$ cat src/rtl/mem_pkg.sv
// Shared definitions for the memory copy/fill engine: FSM states, mode
// encodings and the address width of the single-cycle memory interface.
package mem_pkg;

   localparam int MEM_AW = 16;

   localparam logic MODE_COPY = 1'b0;
   localparam logic MODE_FILL = 1'b1;

   typedef enum logic [1:0] {
      ST_IDLE  = 2'd0,
      ST_RUN   = 2'd1,
      ST_DRAIN = 2'd2,
      ST_DONE  = 2'd3
   } state_t;

   // Address step; the 16-bit result wraps 0xFFFF -> 0x0000 by construction.
   function automatic logic [MEM_AW-1:0] addr_next(input logic [MEM_AW-1:0] a);
      return a + {{(MEM_AW-1){1'b0}}, 1'b1};
   endfunction

endpackage

$ cat src/rtl/mem_addr_gen.sv
// Registered base-plus-offset address counter: load a base, then step by one
// word per increment, wrapping modulo 2^MEM_AW. Holds its value otherwise.
module mem_addr_gen
   import mem_pkg::*;
(
   input  logic              clock,
   input  logic              aclr,
   input  logic              load,
   input  logic              inc,
   input  logic [MEM_AW-1:0] base,
   output logic [MEM_AW-1:0] addr
);

   always_ff @(posedge clock or posedge aclr) begin
      if (aclr) begin
         addr <= '0;
      end else if (load) begin
         addr <= base;
      end else if (inc) begin
         addr <= addr_next(addr);
      end
   end

endmodule

$ cat src/rtl/mem_copy_engine.sv
// Block copy / constant fill initiator on the single-cycle memory interface.
// Streams one word per cycle, leaning on the fixed 1-cycle read latency of q.
module mem_copy_engine
   import mem_pkg::*;
#(
   parameter int width = 16
) (
   input  logic              clock,
   input  logic              aclr,
   input  logic              start,
   input  logic              mode,
   input  logic [MEM_AW-1:0] src_base,
   input  logic [MEM_AW-1:0] dst_base,
   input  logic [MEM_AW-1:0] length,
   input  logic [width-1:0]  fill_value,
   input  logic [width-1:0]  q,
   output logic [MEM_AW-1:0] rdaddress,
   output logic [MEM_AW-1:0] wraddress,
   output logic              wren,
   output logic [width-1:0]  data,
   output logic              busy,
   output logic              done
);

   state_t            state;
   logic              mode_r;
   logic [MEM_AW-1:0] dst_r;
   logic [width-1:0]  fill_r;
   logic [MEM_AW-1:0] cnt;

   logic              accept;
   logic              last;
   logic              rd_load;
   logic              rd_inc;
   logic              wr_load;
   logic              wr_inc;
   logic [MEM_AW-1:0] wr_base;

   assign accept = (state == ST_IDLE) && start && (length != '0);
   assign last   = (cnt == {{(MEM_AW-1){1'b0}}, 1'b1});

   // Copy: reads run in RUN; the write stream trails by one cycle, so the
   // write counter is loaded on the first RUN edge (wren still low).
   assign rd_load = accept && (mode == MODE_COPY);
   assign rd_inc  = (state == ST_RUN) && (mode_r == MODE_COPY) && !last;
   assign wr_load = (accept && (mode == MODE_FILL)) ||
                    ((state == ST_RUN) && (mode_r == MODE_COPY) && !wren);
   assign wr_inc  = (state == ST_RUN) && wren && ((mode_r == MODE_COPY) || !last);
   assign wr_base = (state == ST_IDLE) ? dst_base : dst_r;

   mem_addr_gen u_rd_gen (
      .clock (clock),
      .aclr  (aclr),
      .load  (rd_load),
      .inc   (rd_inc),
      .base  (src_base),
      .addr  (rdaddress)
   );

   mem_addr_gen u_wr_gen (
      .clock (clock),
      .aclr  (aclr),
      .load  (wr_load),
      .inc   (wr_inc),
      .base  (wr_base),
      .addr  (wraddress)
   );

   assign data = wren ? ((mode_r == MODE_FILL) ? fill_r : q) : '0;

   always_ff @(posedge clock or posedge aclr) begin
      if (aclr) begin
         state  <= ST_IDLE;
         mode_r <= MODE_COPY;
         dst_r  <= '0;
         fill_r <= '0;
         cnt    <= '0;
         wren   <= 1'b0;
         busy   <= 1'b0;
         done   <= 1'b0;
      end else begin
         done <= 1'b0;
         case (state)
            ST_IDLE: begin
               if (start) begin
                  mode_r <= mode;
                  dst_r  <= dst_base;
                  fill_r <= fill_value;
                  cnt    <= length;
                  if (length == '0) begin
                     state <= ST_DONE;
                     done  <= 1'b1;
                  end else begin
                     state <= ST_RUN;
                     busy  <= 1'b1;
                     wren  <= (mode == MODE_FILL);
                  end
               end
            end
            ST_RUN: begin
               if (mode_r == MODE_COPY) begin
                  wren <= 1'b1;
                  if (last) state <= ST_DRAIN;
                  else      cnt   <= cnt - 1'b1;
               end else if (last) begin
                  wren  <= 1'b0;
                  busy  <= 1'b0;
                  done  <= 1'b1;
                  state <= ST_DONE;
               end else begin
                  cnt <= cnt - 1'b1;
               end
            end
            ST_DRAIN: begin
               wren  <= 1'b0;
               busy  <= 1'b0;
               done  <= 1'b1;
               state <= ST_DONE;
            end
            default: begin
               state <= ST_IDLE;
            end
         endcase
      end
   end

endmodule

$ cat config.mk
export PLATFORM = sky130hd
export DESIGN_NAME = mem_copy_engine
export DESIGN_NICKNAME = d
export VERILOG_FILES = /design/src/rtl/mem_pkg.sv /design/src/rtl/mem_addr_gen.sv /design/src/rtl/mem_copy_engine.sv
export SDC_FILE = /design/constraint.sdc
export NUM_CORES = 1
export LEC_CHECK = 0
export CAP_MARGIN = 20
export CORE_UTILIZATION = 53
export CTS_CLUSTER_DIAMETER = 40
export CTS_CLUSTER_SIZE = 12
export DETAILED_ROUTE_END_ITERATION = 7
export GPL_ROUTABILITY_DRIVEN = 0
export PLACE_DENSITY = 0.86
export SLEW_MARGIN = 20
export SYNTH_ARGS = -nofsm -noshare
export SYNTH_HDL_FRONTEND = slang
export SYNTH_HIERARCHICAL = 1
export SYNTH_SLANG_ARGS = --single-unit
$ cat constraint.sdc
create_clock -name clock -period 6.5 [get_ports clock]
set_clock_uncertainty 0.1 [all_clocks]
set_input_delay 0.65 -clock clock [delete_from_list [all_inputs] [get_ports clock]]
set_output_delay 0.65 -clock clock [all_outputs]
set_load 0.005 [all_outputs]
## Yosys cells after proc, flatten, opt, wreduce, memory -nomap -nowiden

Cells that the tools add are included.

- Add/sub/neg operators: 3
- Equality and inequality tests: 9
- Mux-type cells: 30
- Bitwise gates (word level): 2
- Reductions and logical operators: 25

Operators with widths:

| cell | count |
|---|---|
| 2-to-1 mux 16 bit | 9 |
| adder 16 x 1 -> 16 bit, second input constant | 2 |
| one-hot mux 16 bit (2 select lines) | 1 |
| == test 16 x 1 -> 1 bit, second input constant | 1 |
| zero test 16 bit | 1 |
| nonzero test 16 bit | 1 |
| subtractor 16 x 1 -> 16 bit, second input constant | 1 |
| 2-to-1 mux 1 bit | 11 |
| 2-to-1 mux 2 bit | 5 |
| inequality test 2 bit, second input constant | 5 |
| logical AND 1 bit | 9 |
| one-hot mux 1 bit (3 select lines) | 3 |
| one-hot mux 2 bit (3 select lines) | 1 |
| nonzero test 2 bit | 3 |
| AND reduction 5 bit | 1 |
| AND reduction 2 bit | 2 |
| AND reduction 4 bit | 1 |
| inequality test 3 bit, second input constant | 1 |
| AND reduction 3 bit | 1 |
| nonzero test 3 bit | 1 |
| == test 2 x 1 -> 1 bit, second input constant | 1 |
| == test 2 bit, second input constant | 1 |
| zero test 1 bit | 2 |
| zero test 2 bit | 1 |
| 2 further kinds | 4 |

- Register bits after elaboration: 86
- Bits of input ports: 84
- Output and inout port bits: 51
- Logic and storage cells: 79

## Depth between registers and ports, before layout

- Depth after elaboration: 6
- Depth in mapped cells: 12
- Mapped depth without buffers: 10

## By module

Netlist, hierarchy kept.

Modules (own cells, without submodules):

| module | times used | cells an instance | area each (um^2) | sequential area each (um^2) |
|---|---|---|---|---|
| mem_copy_engine | 1 | 313 | 3249.4 | 1351.3 |
| mem_addr_gen | 2 | 101 | 917.1 | 400.4 |

## Least setup slack after synthesis

No wires, ideal clock.

- Path kind: register to register
- Start point: register state[1]
- End point: register u_wr_gen.addr[13]
- Setup time: 127 ps
- Arrival time: 2472 ps
- Data required time: 6273 ps
- Path slack: 3802 ps
- Cell stages (with the launch flop): 13
- Buffers on the path: 4
- Period minus slack after synthesis: 2698 ps
- Cells stage by stage: dfrtp_1 inv_1 ha_1 clkbuf_1 clkbuf_1 buf_1 nand2_1 a21oi_1 buf_2 nand3_1 nor3_1 mux2i_1 nand3_1

- Elaborated cells between the ends (all ways): 13
- Classes of those cells: eq/ne (1); mux (2); reduce/logical (10)

RTL lines:

| element | RTL line | text |
|---|---|---|
| start: declaration | mem_copy_engine.sv:25 | `state_t state;` |
| start signal: assignment | mem_copy_engine.sv:73 | `state <= ST_IDLE;` |
| start signal: assignment | mem_copy_engine.sv:91 | `state <= ST_DONE;` |
| start signal: assignment | mem_copy_engine.sv:94 | `state <= ST_RUN;` |
| == test 2 x 1 -> 1 bit | mem_copy_engine.sv:48 | `assign wr_inc = (state == ST_RUN) && wren && ((mode_r == MODE_COPY) \|\| !last);` |
| logical AND 1 bit (2 in a row) | mem_copy_engine.sv:48 |  |
| named net wr_inc | mem_copy_engine.sv:36 | `logic wr_inc;` |
| nonzero test 2 bit (no source line) | -- |  |
| end signal: assignment | mem_addr_gen.sv:18 | `addr <= base;` |
| end signal: assignment | mem_addr_gen.sv:20 | `addr <= addr_next(addr);` |
| end: declaration | mem_addr_gen.sv:11 | `output logic [MEM_AW-1:0] addr` |

The timed path passes the listed nets, and every way through them passes these cells.
A chain may end at the register's enable or synchronous reset.

## Worst setup path in the final report

- Start point: register state[1]
- End point: register u_rd_gen.addr[15]

- Elaborated cells between the ends (all ways): 9
- Classes of those cells: eq/ne (1); mux (1); reduce/logical (7)

RTL lines:

| element | RTL line | text |
|---|---|---|
| == test 2 x 1 -> 1 bit | mem_copy_engine.sv:45 | `assign rd_inc = (state == ST_RUN) && (mode_r == MODE_COPY) && !last;` |
| logical AND 1 bit (2 in a row) | mem_copy_engine.sv:45 |  |
| named net rd_inc | mem_copy_engine.sv:34 | `logic rd_inc;` |
| nonzero test 2 bit (no source line) | -- |  |
| end signal: assignment | mem_addr_gen.sv:18 |  |
| end signal: assignment | mem_addr_gen.sv:20 |  |
| end: declaration | mem_addr_gen.sv:11 |  |

The timed path passes the listed nets, and every way through them passes these cells.

==> results <==
- The number of CTS-inserted buffers is 9.
- The static power due to leakage is between 2 and 3 nW.
- Entering global routing, the biggest net connects 53 pins.
- The clock tree root driver cell is clkbuf_8.
- The critical path required time is about 6.6 ns.
- The largest total area in the synthesized netlist belongs to dfrtp_1.
- The count of filler cells inserted in the layout is 696.
- The endpoint arrival time on the critical path is 3.32 ns.
- The count of final hold-check violations came to 0.
- In this run the power density over the cells is 429.6 nW/µm².
- The xor/xnor share of the synthesized area is 0.04479.
- The combinational family with the most area after synthesis is simple AND/OR/NAND/NOR gates.
- The share of synthesized flip-flops with an asynchronous set or reset is 1.000.
- The worst register-to-register path begins at state[1].
- The slew at the pin closest to its max-slew limit is 1.085 ns.
- The clock power share is 0.120.
- The internal portion of the total power is 1.734 mW.
- The maximum achievable frequency is 0.3140 GHz.
- The count of flip-flops with a built-in enable after synthesis is 0.
- The area of the multi-input gates is between 2000 and 3000 µm².
- For this configuration, the core starts out at a cell density of 0.5476.
- The first global-routing pass estimated 20810 µm of wire.
- After clock tree synthesis, the setup repair step added 0 buffers.
- The type of the setup path with the least slack is reg2reg.
- In this run, post-CTS hold repair placed 0 buffers.
- The initialized floorplan defines 35 standard-cell rows.
- The average cell area after synthesis is 9.871 µm².
- The final routed wire length divided by cell count is 16.80 µm.
- The most numerous cell type found on the critical path is nand3_1.
- The post-synthesis cell type count is 52.
- Of the total power, registers draw 0.391.
- In this run the tightest slew margin relative to its limit is 0.2765.
- The violation count after the first detailed-routing iteration is approximately 340.
- The final layout contains around 730 nets.
- The critical-path maximum fanout is 35.
- The overall die area is between 9000 and 10000 µm².
- No sink is reached through more buffers than the 2 on the longest clock path.
- The count of mapped cells out of synthesis is 515.
- The register cell area after layout is 2152 µm².
- The number of buffer and inverter instances along the worst setup path is 1.
- The final core utilization is 0.7209.
- The mapped netlist covers 5084 µm².
- The critical path goes through inv_1, ha_2, nand2b_1, nor2_1, nand3_1, nor3_1, mux2i_1, nand3_1.
- In this run the tool buffered the top-level ports with 134 buffer cells.
- The share of synthesized area in the top cell type comes to 0.4233.
- The net count after synthesis is a little over 600.
- Measured along the y axis, the die boundary spans 99.94 µm.
- The library cells used most frequently in the layout, excluding fill and tap cells, are 134 x clkdlybuf4s50_1, 86 x dfrtp_1, 54 x nand2_1.
- The share of the clock period used by the worst path after layout is 0.4900.
- The tool flagged a number of max-cap violations equal to 0.
- Counting I/O delays and the setup requirement, the final critical path takes 3.185 ns.
- The total overflow reported by the global router is 0.
- The placement-stage cell area is approximately 6500 µm².
- For this design, the sink count on the clock tree is 86.
- Among all flip-flop cells after synthesis, the most frequent one is dfrtp_1.
- Using the TritonRoute via totals, the vias-per-cell ratio works out to 5.823.
- The worst supply voltage drop on vdd is roughly 250 µV.
- The share of the Yosys chip area taken by registers is 0.4233.
- Setup violations remaining at the end of the flow were counted as 0.
- The number of pins exceeding their max-slew limit in the final report is 0.
- The worst setup path is launched from a flip-flop.
- The post-synthesis to final-layout area growth is 31.65%.
- The final cell area excluding filler cells is around 6700 µm².
- The power share of the combinational group is 0.489.
- The switching fraction of total power is 0.3968.
- In this run, placement finished with an instance count of around 750.
- Once detail routing completed, the nets flagged for antenna violations numbered 0.
- The post-synthesis simple-gate area fraction is 0.2008.
- The post-synthesis sequential element count is 86.
- The number of gates given a new drive strength after cts is 0.
- The min-delay analysis places its worst path in the category in2async.
- In the post-synthesis netlist, the biggest area contributors are dfrtp_1 42%, mux2_2 12%, mux2i_1 5.1%.
- The most common library cell in the layout ignoring fill and taps is clkdlybuf4s50_1.
- Leaving out filler cells and counting taps, the final layout contains slightly below 800.
- The post-layout total power is 2.875 mW.
- The total vias in the final route is 4478.
- The critical path's largest stage delay is 0.62 ns.
- The net switching power figure is 1.141 mW.
- The flow ran to the end, and the final reports show no timing, DRC or antenna violations.
- The accumulated negative setup slack is 0 ns.
- At the later pin of the worst-skew pair, clock insertion delay measures 0.36 ns.
- The area of the core is 9284 µm².
- The number of levels the H-tree was split into is 3.
- Of the total synthesized cell area, the portion taken by full adders, half adders and majority gates is 0.02215.
- The synthesized-area fraction occupied by ao, oa, aoi and oai cells came to 0.1041.
- Setup repair after global routing left no endpoint under its margin.
- The total wire length is 12920 µm.
- The register clock-pin slew on the reported worst setup and hold paths is 0.09 ns.
- The antenna diode count is 0.
- The global-route total usage across every layer is 0.2627.
- The wire-length estimate of the detail-placed layout is 9218 µm.
- The type of destination of the critical path is a flip-flop.
- The die outline width is 99.94 µm.
- The initial antenna violation count is 0.
- The clock tree from TritonCTS is yes.
- Of the cells placed in the final design, the portion with a size suffix greater than 1 is 0.1406.
- 135 I/O pins were placed.
- The cell with the biggest individual delay on the critical path is ha_2.
- On the critical path the largest part of the delay comes from simple AND/OR/NAND/NOR gates.
- The pre-antenna-repair detailed-routing pass consisted of 5 iterations.
- The number of global-route vias before repair was around 4400.
- Measured against the total synthesized area, the mux share comes to 0.1664.
- In the routed design, unresolved DRC markers number 0.
- In this run the worst setup path begins at state[1].
- During synthesis, Yosys emitted a total of 6 warnings.
-- synthesized netlist by cell type (all sizes together), types with 2 or more instances --
master,n
a21oi,16
a31oi,7
a32o,2
a41oi,4
and3,3
buf,8
clkbuf,20
dfrtp,86
ha,9
inv,21
mux2,52
mux2i,26
nand2,54
nand3,21
nand3b,2
nand4,12
nor2,23
nor2b,23
nor3,13
nor4,20
nor4b,2
o21ai,44
o22ai,2
or4,2
xnor2,16
xor2,10
-- state kept, by name, summed over array words and instances (netlist names) --
name / count
busy: 1
done: 1
u_rd_gen/addr: 16
state: 2
wren: 1
cnt: 16
dst_r: 16
mode_r: 1
fill_r: 16
u_wr_gen/addr: 16
-- power groups by stage --
stage	Sequential (mW)	Combinational, mW	Clock [mW]
after CTS	1.11	1.40	0.351
after detailed placement	1.12	1.39	0
after floorplan	1.02	0.925	0
after global routing	1.16	1.54	0.373
after global placement	1.11	1.33	0
final	1.12	1.41	0.344
-- logic make-up (layout without fill, tap and decap cells) --
kind of cell | Yosys count | count (layout)
adder cells (fa/ha/maj) | 9 | 9
buffers and inverters | 49 | 174
flip-flops | 86 | 86
AND/OR/NAND/NOR | 179 | 179
AO/OA/AOI/OAI | 88 | 88
multiplexers | 78 | 78
XOR/XNOR | 26 | 26
-- area by class of cell --
| class | instances | share of cell area |
|---|---|---|
| repair buffers | 137 | 0.2038 |
| clock inverters | 5 | 0.005235 |
| flip-flops and latches | 86 | 0.3216 |
| multi-input cells | 380 | 0.4124 |
| well taps | 129 | 0.02412 |
| inverters | 21 | 0.01178 |
| clock buffers | 11 | 0.02113 |
-- worst paths after layout --
path                            cells past startpoint  slack [ns]                 to
min in group clock                                  1        0.41          fill_r[3]
worst max register to register                      8        3.32  u_rd_gen/addr[15]
worst min register to register                      1        0.41          fill_r[3]
worst max-delay path                                8        3.32  u_rd_gen/addr[15]
worst min-delay path                                2        0.41           dst_r[9]
max in group asynchronous                           3        5.05         fill_r[15]
-- routing by layer --
layer,wire (µm),track usage,up-vias
met5,0,0,-
met4,174,0.07805,0
met3,1023,0.05919,20
met2,6322,0.4265,200
met1,5400,0.3529,2173
li1,-,-,2085
-- metrics by stage --
step	hold slack [ns]	setup slack, ns
after floorplan	0.3754	3.802
after global placement	0.3826	3.263
after detailed placement	0.3952	3.046
after CTS	0.3935	3.007
after global routing	0.3939	3.139
final	0.4075	3.315
Note: power is estimated with default switching activity, not from simulation.
